`src/rtl/mem_port_arbiter_pkg.sv`:
```
// Shared definitions for the instruction/data memory port arbiter.
package mem_port_arbiter_pkg;

  // Access sequencer: one access in flight, IDLE -> ISSUE -> WAIT -> RESP -> IDLE.
  typedef enum logic [1:0] {
    StIdle  = 2'd0,
    StIssue = 2'd1,
    StWait  = 2'd2,
    StResp  = 2'd3
  } arb_state_e;

  // Which requester owns the access currently in flight.
  typedef enum logic {
    OWN_IF = 1'b0,
    OWN_D  = 1'b1
  } owner_e;

endpackage

```
`src/rtl/mem_port_arbiter_starve_counter.sv`:
```
// Counts data grants taken while a fetch is waiting; flags when fetch must be forced.
module starve_counter #(
  parameter int unsigned STARVE_MAX = 4
) (
  input  logic clk,
  input  logic rst,
  input  logic if_req_i,
  input  logic if_grant_i,
  input  logic d_grant_i,
  output logic starved_o
);

  localparam int unsigned CntW = $clog2(STARVE_MAX + 1);

  logic [CntW-1:0] cnt_q, cnt_d;

  // Saturating count of data grants that bypassed a pending fetch.
  always_comb begin
    cnt_d = cnt_q;
    if (!if_req_i || if_grant_i) begin
      cnt_d = '0;
    end else if (d_grant_i && (cnt_q != CntW'(STARVE_MAX))) begin
      cnt_d = cnt_q + CntW'(1);
    end
  end

  // Counter register.
  always_ff @(posedge clk or posedge rst) begin
    if (rst) begin
      cnt_q <= '0;
    end else begin
      cnt_q <= cnt_d;
    end
  end

  assign starved_o = (cnt_q == CntW'(STARVE_MAX));

endmodule

```
`src/rtl/mem_port_arbiter.sv`:
```
// Arbitrates a fetch port and a load/store port onto one fixed-latency memory port.
module mem_port_arbiter
  import mem_port_arbiter_pkg::*;
#(
  parameter int unsigned XLEN       = 32,
  parameter int unsigned ADDR_BITS  = 10,
  parameter int unsigned MEM_LAT    = 2,
  parameter int unsigned STARVE_MAX = 4
) (
  input  logic                 clk,
  input  logic                 rst,
  input  logic                 if_req,
  input  logic [ADDR_BITS-1:0] if_addr,
  output logic [XLEN-1:0]      if_rdata,
  output logic                 if_ready,
  input  logic                 d_req,
  input  logic                 d_we,
  input  logic [ADDR_BITS-1:0] d_addr,
  input  logic [XLEN-1:0]      d_wdata,
  output logic [XLEN-1:0]      d_rdata,
  output logic                 d_ready,
  output logic                 mem_en,
  output logic                 mem_we,
  output logic [ADDR_BITS-1:0] mem_addr,
  output logic [XLEN-1:0]      mem_wdata,
  input  logic [XLEN-1:0]      mem_rdata,
  output logic                 busy
);

  localparam int unsigned LatW = $clog2(MEM_LAT + 1);

  arb_state_e           state_q, state_d;
  owner_e               owner_q, owner_d;
  logic                 we_q, we_d;
  logic [LatW-1:0]      lat_cnt_q, lat_cnt_d;
  logic                 mem_en_q, mem_en_d;
  logic                 mem_we_q, mem_we_d;
  logic [ADDR_BITS-1:0] mem_addr_q, mem_addr_d;
  logic [XLEN-1:0]      mem_wdata_q, mem_wdata_d;
  logic [XLEN-1:0]      if_rdata_q, if_rdata_d;
  logic [XLEN-1:0]      d_rdata_q, d_rdata_d;
  logic                 if_ready_q, if_ready_d;
  logic                 d_ready_q, d_ready_d;
  logic                 starved;
  logic                 if_grant, d_grant;

  // Data has priority unless the waiting fetch has been bypassed STARVE_MAX times.
  assign d_grant  = (state_q == StIdle) && d_req && !(if_req && starved);
  assign if_grant = (state_q == StIdle) && if_req && !d_grant;

  starve_counter #(
    .STARVE_MAX(STARVE_MAX)
  ) u_starve_counter (
    .clk       (clk),
    .rst       (rst),
    .if_req_i  (if_req),
    .if_grant_i(if_grant),
    .d_grant_i (d_grant),
    .starved_o (starved)
  );

  // Next-state and registered-output logic for the access sequencer.
  always_comb begin
    state_d     = state_q;
    owner_d     = owner_q;
    we_d        = we_q;
    lat_cnt_d   = lat_cnt_q;
    mem_en_d    = 1'b0;
    mem_we_d    = 1'b0;
    mem_addr_d  = mem_addr_q;
    mem_wdata_d = mem_wdata_q;
    if_rdata_d  = if_rdata_q;
    d_rdata_d   = d_rdata_q;
    if_ready_d  = 1'b0;
    d_ready_d   = 1'b0;
    unique case (state_q)
      StIdle: begin
        if (d_grant) begin
          owner_d     = OWN_D;
          we_d        = d_we;
          mem_addr_d  = d_addr;
          mem_wdata_d = d_wdata;
          mem_en_d    = 1'b1;
          mem_we_d    = d_we;
          state_d     = StIssue;
        end else if (if_grant) begin
          owner_d    = OWN_IF;
          we_d       = 1'b0;
          mem_addr_d = if_addr;
          mem_en_d   = 1'b1;
          state_d    = StIssue;
        end
      end
      StIssue: begin
        lat_cnt_d = LatW'(1);
        state_d   = StWait;
      end
      StWait: begin
        if (lat_cnt_q == LatW'(MEM_LAT)) begin
          lat_cnt_d = '0;
          state_d   = StResp;
          // Stores leave the load data register untouched.
          if (!we_q) begin
            if (owner_q == OWN_IF) begin
              if_rdata_d = mem_rdata;
            end else begin
              d_rdata_d = mem_rdata;
            end
          end
          if_ready_d = (owner_q == OWN_IF);
          d_ready_d  = (owner_q == OWN_D);
        end else begin
          lat_cnt_d = lat_cnt_q + LatW'(1);
        end
      end
      StResp: begin
        state_d = StIdle;
      end
      default: begin
        state_d = StIdle;
      end
    endcase
  end

  // State and output registers; reset aborts any access in flight.
  always_ff @(posedge clk or posedge rst) begin
    if (rst) begin
      state_q     <= StIdle;
      owner_q     <= OWN_IF;
      we_q        <= 1'b0;
      lat_cnt_q   <= '0;
      mem_en_q    <= 1'b0;
      mem_we_q    <= 1'b0;
      mem_addr_q  <= '0;
      mem_wdata_q <= '0;
      if_rdata_q  <= '0;
      d_rdata_q   <= '0;
      if_ready_q  <= 1'b0;
      d_ready_q   <= 1'b0;
    end else begin
      state_q     <= state_d;
      owner_q     <= owner_d;
      we_q        <= we_d;
      lat_cnt_q   <= lat_cnt_d;
      mem_en_q    <= mem_en_d;
      mem_we_q    <= mem_we_d;
      mem_addr_q  <= mem_addr_d;
      mem_wdata_q <= mem_wdata_d;
      if_rdata_q  <= if_rdata_d;
      d_rdata_q   <= d_rdata_d;
      if_ready_q  <= if_ready_d;
      d_ready_q   <= d_ready_d;
    end
  end

  assign mem_en    = mem_en_q;
  assign mem_we    = mem_we_q;
  assign mem_addr  = mem_addr_q;
  assign mem_wdata = mem_wdata_q;
  assign if_rdata  = if_rdata_q;
  assign d_rdata   = d_rdata_q;
  assign if_ready  = if_ready_q;
  assign d_ready   = d_ready_q;
  assign busy      = (state_q != StIdle);

endmodule

```
`config.mk`:
```
export PLATFORM = sky130hd
export DESIGN_NAME = mem_port_arbiter
export DESIGN_NICKNAME = d
export VERILOG_FILES = /design/src/rtl/mem_port_arbiter_pkg.sv /design/src/rtl/mem_port_arbiter_starve_counter.sv /design/src/rtl/mem_port_arbiter.sv
export SDC_FILE = /design/constraint.sdc
export NUM_CORES = 1
export LEC_CHECK = 0
export ABC_AREA = 1
export BUFFER_PORTS_ARGS = -buffer_cell sky130_fd_sc_hd__buf_4
export CORE_MARGIN = 4
export CORE_UTILIZATION = 52
export DETAILED_ROUTE_END_ITERATION = 6
export GPL_ROUTABILITY_DRIVEN = 0
export HOLD_SLACK_MARGIN = 0.03
export PLACE_DENSITY_LB_ADDON = 0.08
export SLEW_MARGIN = 0
export SYNTH_ARGS = -nofsm -noshare
export SYNTH_HDL_FRONTEND = slang
export SYNTH_HIERARCHICAL = 1
export SYNTH_SLANG_ARGS = --single-unit
export TNS_END_PERCENT = 20
```
`constraint.sdc`:
```
create_clock -name clk -period 10.8 [get_ports clk]
set_input_delay 1.62 -clock clk [delete_from_list [all_inputs] [get_ports clk]]
set_output_delay 1.62 -clock clk [all_outputs]
set_load 0.02 [all_outputs]
```
[Word level (Yosys, flattened, before mapping)]
Cells that the tools add are included.
Storage, ports and cells
  register bits: 119
  input bits: 89
  output and inout bits: 111
  word-level logic and storage cells: 67
Cells by class
  add/subtract/negate cells: 2
  equality and inequality tests: 8
  mux-type cells: 22
  bitwise operators: 2
  reductions and logical operators: 20
Operators by type and width (count)
  two-way mux 10 bit: 2
  two-way mux 1 bit: 12
  two-way mux 2 bit: 4
  case mux 2 bit (4 select lines): 1
  AND reduction 4 bit: 2
  nonzero test 2 bit: 4
  == test 2 bit, second input constant: 3
  logical AND 1 bit: 6
  two-way mux 3 bit: 2
  AND reduction 2 bit: 3
  case mux 2 bit (2 select lines): 1
  adder 3 x 1 -> 3 bit, second input constant: 1
  == test 3 bit, second input constant: 1
  logical NOT 1 bit: 3
  != test 3 x 2 -> 1 bit, second input constant: 1
  != test 3 bit, second input constant: 1
  adder 2 x 1 -> 2 bit, second input constant: 1
  == test 2 x 1 -> 1 bit, second input constant: 1
  logical NOT 2 bit: 1
  != test 2 bit, second input constant: 1
  inverter 1 bit: 2
  logical OR 1 bit: 1

[Logic depth before layout (Yosys ltp)]
  depth in word-level cells: 9
  depth in mapped cells: 14
  mapped depth without buffers: 13

[By module]
The synthesis kept the hierarchy.
By module, submodules not included
  mem_port_arbiter: instances 1, cells an instance 552, area an instance 4830.9 sq um, seq. area each 2902.8 sq um
  starve_counter: instances 1, cells an instance 28, area an instance 197.7 sq um, seq. area each 75.1 sq um

[Worst setup path before layout]
OpenSTA, ideal clock, no wires.
  path type: input to register
  start point: input d_req
  end point: register u_starve_counter.cnt_q[2]
  library setup time: 117 ps
  arrival: 2437 ps
  data required time: 10683 ps
  setup slack: 8247 ps
  stages: 11
  buffers on the path: 1
  cells stage by stage: nand2_1 -> inv_2 -> nand2_4 -> inv_2 -> buf_4 -> nor2_1 -> inv_1 -> nand2_1 -> inv_1 -> nand3_1 -> nand2_1
On the way
  word-level cells in the longest chain between the ends: 6
  elaborated cells between the ends (all ways): 8
  classes of those cells: mux (1); reduce/logical (7)
RTL lines
  from (decl): line mem_port_arbiter.sv:16  | input logic d_req,
  logical AND 1 bit * (2 in a row): line mem_port_arbiter.sv:48  | assign d_grant = (state_q == StIdle) && d_req && !(if_req && starved);
  via d_grant: line mem_port_arbiter.sv:45  | logic if_grant, d_grant;
  logical NOT 1 bit *: line mem_port_arbiter.sv:49  | assign if_grant = (state_q == StIdle) && if_req && !d_grant;
  logical AND 1 bit *: line mem_port_arbiter.sv:49
  via if_grant: line mem_port_arbiter.sv:45
  logical OR 1 bit *: line mem_port_arbiter_starve_counter.sv:20  | if (!if_req_i || if_grant_i) begin
  two-way mux 3 bit or nonzero test 2 bit (tied branches)
  to (signal assigned): line mem_port_arbiter_starve_counter.sv:32  | cnt_q <= cnt_d;
  to (decl): line mem_port_arbiter_starve_counter.sv:15  | logic [CntW-1:0] cnt_q, cnt_d;
Mark *: on every way through the listed nets, which the timed path passes. The rest lies on a longest branch.
A chain may end at the register's enable or synchronous reset.

[Worst setup path after layout]
  start point: input d_req
  end point: register u_starve_counter.cnt_q[1]
On the way
  word-level cells in the longest chain between the ends: 6
  elaborated cells between the ends (all ways): 8
  classes of those cells: mux (1); reduce/logical (7)
RTL lines (line)
  logical AND 1 bit * (2 in a row): mem_port_arbiter.sv:48
  logical NOT 1 bit *: mem_port_arbiter.sv:49
  logical AND 1 bit *: mem_port_arbiter.sv:49
  via if_grant: mem_port_arbiter.sv:45
  logical OR 1 bit *: mem_port_arbiter_starve_counter.sv:20
  two-way mux 3 bit or nonzero test 2 bit (tied branches)
Marked as above.

==> flow_metrics.env <==
export IMPL_status="completed"
export IMPL_synthCells=580
export IMPL_syn_area_um2=5030
export IMPL_setup_tns_ns=0
export IMPL_sw_frac_of_total=0.380
export IMPL_worst_pin_slew_ns=1.04
export IMPL_io_pins=200
export IMPL_fin_crit_ns=3.15
export IMPL_ctsResizeCount=0
export IMPL_placed_cells=879
export IMPL_setup_viol_count_final=0
export IMPL_antenna_cells=0
export IMPL_ys_warn_count=6
export IMPL_hold_violations=0
export IMPL_crit_path_start_kind="primary input"
export IMPL_p_seq_frac=0.339
export IMPL_total_leakage_power_uw=0.00364
export IMPL_synth_nets=674
export IMPL_ir_drop_v=0.000210
export IMPL_drv_cap=0
export IMPL_power_frac_clock=0.287
export IMPL_relSlewSlack=0.307
export IMPL_critPathKind="in2reg"
export IMPL_slew_viol_final=0
export IMPL_die_area_um2=11300
export IMPL_dieHeight_um=106
export IMPL_drtIter0Drc=250
export IMPL_powerDensity_nw_per_um2=289
export IMPL_grt_overflow=0
export IMPL_fp_dieW_um=106
export IMPL_track_usage=0.248
export IMPL_nFillCells=653
export IMPL_required_ns=11.25
export IMPL_ys_types=22
export IMPL_antenna_found_initial=0
export IMPL_yosysTopAreaCellShare=0.592
export IMPL_numPortBuffers=199
export IMPL_final_area_um2=7130
export IMPL_post_cts_buffers=0
export IMPL_place_hpwl_um=9310
export IMPL_drc=0
export IMPL_critical_path_arrival_ns=3.60
export IMPL_initial_core_util=0.539
export IMPL_clock_sinks=119
export IMPL_post_route_period_util=0.292
export IMPL_cts_root_buf="clkbuf_8"
export IMPL_htreeDepth=4
export IMPL_switching_power_uw=783
export IMPL_rsz0062_at_grt="false"
export IMPL_critPathMaxFanout=46
export IMPL_cp_end_kind="flip-flop"
export IMPL_dr_pass1_iters=5
export IMPL_placed_cell_area_um2=6500
export IMPL_yosysSeqAreaShare=0.592
export IMPL_skew_ns=0.00640
export IMPL_grt_pass1_wl_um=22000
export IMPL_nNetsFinal=863
export IMPL_cts_max_path_buffers=2
export IMPL_core_um2=9330
export IMPL_vias=4559
export IMPL_path_clk_slew_ns=0.06
export IMPL_placementRows=35
export IMPL_cts_buffers_inserted=17
export IMPL_fmax_mhz=318
export IMPL_drive_gt1_frac=0.315
export IMPL_hold_path_class="reg2reg"
export IMPL_finalWirelength_um=13800
export IMPL_routed_via_density=5.00
export IMPL_area_delta_synth_final_pct=41.8
export IMPL_grt_max_degree=87
export IMPL_insertion_delay_ns=0.51
export IMPL_whs_ns=0.472
export IMPL_ant_nets=0
export IMPL_grt_pass1_vias=4503
export IMPL_cts_tree="built"
export IMPL_ys_ff_latch=119
export IMPL_synth_top_area_cell="dfrtp_1"
export IMPL_avgRoutedWirePerCell_um=15.1
export IMPL_regArea_um2=2980
export IMPL_postCtsHoldBufs=0
export IMPL_synth_area_leaders="dfrtp_1, nand2_1, nand3_1, o21ai_0, inv_1"
export IMPL_avgSynthCellArea_um2=8.67
export IMPL_p_int_uw=1280
export IMPL_multi_input_area_um2=1710
export IMPL_fin_cells=911
export IMPL_power_frac_comb=0.375
through the flow:
stage,utilization,total power [µW],worst slack [ns]
6_report,0.764,2060,7.65
2_1_floorplan,-,1140,6.11
3_3_place_gp,0.697,1450,7.25
5_1_grt,0.764,2180,7.33
4_1_cts,0.764,2080,7.67
3_5_place_dp,0.697,1480,7.16
power by group through the flow:
| stage | Combinational [µW] | Clock, µW | Sequential [µW] |
|---|---|---|---|
| 6_report | 772 | 592 | 698 |
| 5_1_grt | 845 | 622 | 714 |
| 4_1_cts | 781 | 598 | 697 |
| 3_5_place_dp | 778 | 0 | 697 |
| 3_3_place_gp | 757 | 0 | 696 |
| 2_1_floorplan | 277 | 0 | 863 |
logic make-up after synthesis:
| logic type | Yosys count | synth area share |
|---|---|---|
| flip-flops | 119 | 0.592 |
| AND/OR/NAND/NOR | 349 | 0.290 |
| adder cells (fa/ha/maj) | 5 | 0.0124 |
| buffers and inverters | 70 | 0.0682 |
| AO/OA/AOI/OAI | 37 | 0.0373 |
critical path, stage by stage:
cell and delay, ns:
buf_4 0.08, nand2_1 0.26, inv_2 0.28, nand2_4 0.30, inv_2 0.54, nor2_1 0.08
inv_1 0.06, nand2_1 0.07, nor2_2 0.16, nand2_1 0.07, nand2_1 0.06
synthesized netlist by cell type:
cell      instances
dfrtp_1         119
o22ai_1           1
nand3_4           1
ha_1              5
buf_2            10
o21ai_1           4
buf_4             6
nand2_4           2
clkbuf_1          6
nand2_1         263
nand4_1           1
inv_2             4
inv_1            36
nand3_1          67
a31oi_1           1
o21ai_0          31
nor2_2            1
nor2_1            8
buf_1             2
nor2_4            3
nand2_2           3
buf_6             6
cell type report:
type	count	area share
clock buffers	19	0.0606
clock inverters	13	0.0274
inverters	40	0.0214
multi-input cells	391	0.240
flip-flops and latches	119	0.418
well taps	129	0.0226
repair buffers	200	0.211
layer usage:
layer	vias to the layer above	routed length, µm	part of all wire	track usage
met3	20	1200	0.087	0.0808
met2	197	6670	0.49	0.393
met1	2150	5560	0.40	0.319
li1	2192	-	-	-
met4	0	318	0.023	0.0916
met5	-	0	0	0
cell usage in the layout (no fill, tap or decap):
master	synthesis	routed
a31oi_1	1	1
buf_4	6	200
bufinv_16	0	4
clkbuf_1	6	1
clkbuf_16	0	16
clkbuf_8	0	2
clkinv_4	0	3
clkinvlp_4	0	3
dfrtp_1	119	119
ha_1	5	5
inv_1	36	35
inv_2	4	4
inv_4	0	1
inv_6	0	3
nand2_1	263	263
nand2_2	3	3
nand2_4	2	2
nand3_1	67	67
nand3_4	1	1
nand4_1	1	1
nor2_1	8	8
nor2_2	1	1
nor2_4	3	3
o21ai_0	31	31
o21ai_1	4	4
o22ai_1	1	1
worst paths after layout:
| check | startpoint | cells after the start | end | slack [ns] |
|---|---|---|---|---|
| setup / recovery | d_req | 11 | u_starve_counter/cnt_q[1]$_DFFE_PP0P_ | 7.65 |
| setup reg to reg | state_q[0]$_DFFE_PP0P_ | 12 | u_starve_counter/cnt_q[1]$_DFFE_PP0P_ | 8.04 |
| hold reg to reg | if_rdata[14]$_DFFE_PP0P_ | 2 | if_rdata[14]$_DFFE_PP0P_ | 0.47 |
| hold / removal | if_rdata[14]$_DFFE_PP0P_ | 2 | if_rdata[14]$_DFFE_PP0P_ | 0.47 |
| min in group asynchronous | rst | 2 | u_starve_counter/cnt_q[0]$_DFFE_PP0P_ | 1.01 |
| max in group asynchronous | rst | 3 | if_rdata[13]$_DFFE_PP0P_ | 8.32 |
state kept, by name, summed over array words and instances, names as in the netlist:
register / flops
u_starve_counter/cnt_q: 3
if_ready: 1
mem_addr: 10
we_q: 1
mem_we: 1
owner_q: 1
lat_cnt_q: 2
state_q: 2
if_rdata: 32
mem_en: 1
mem_wdata: 32
d_rdata: 32
d_ready: 1
Note: power is estimated with default switching activity, not from simulation.
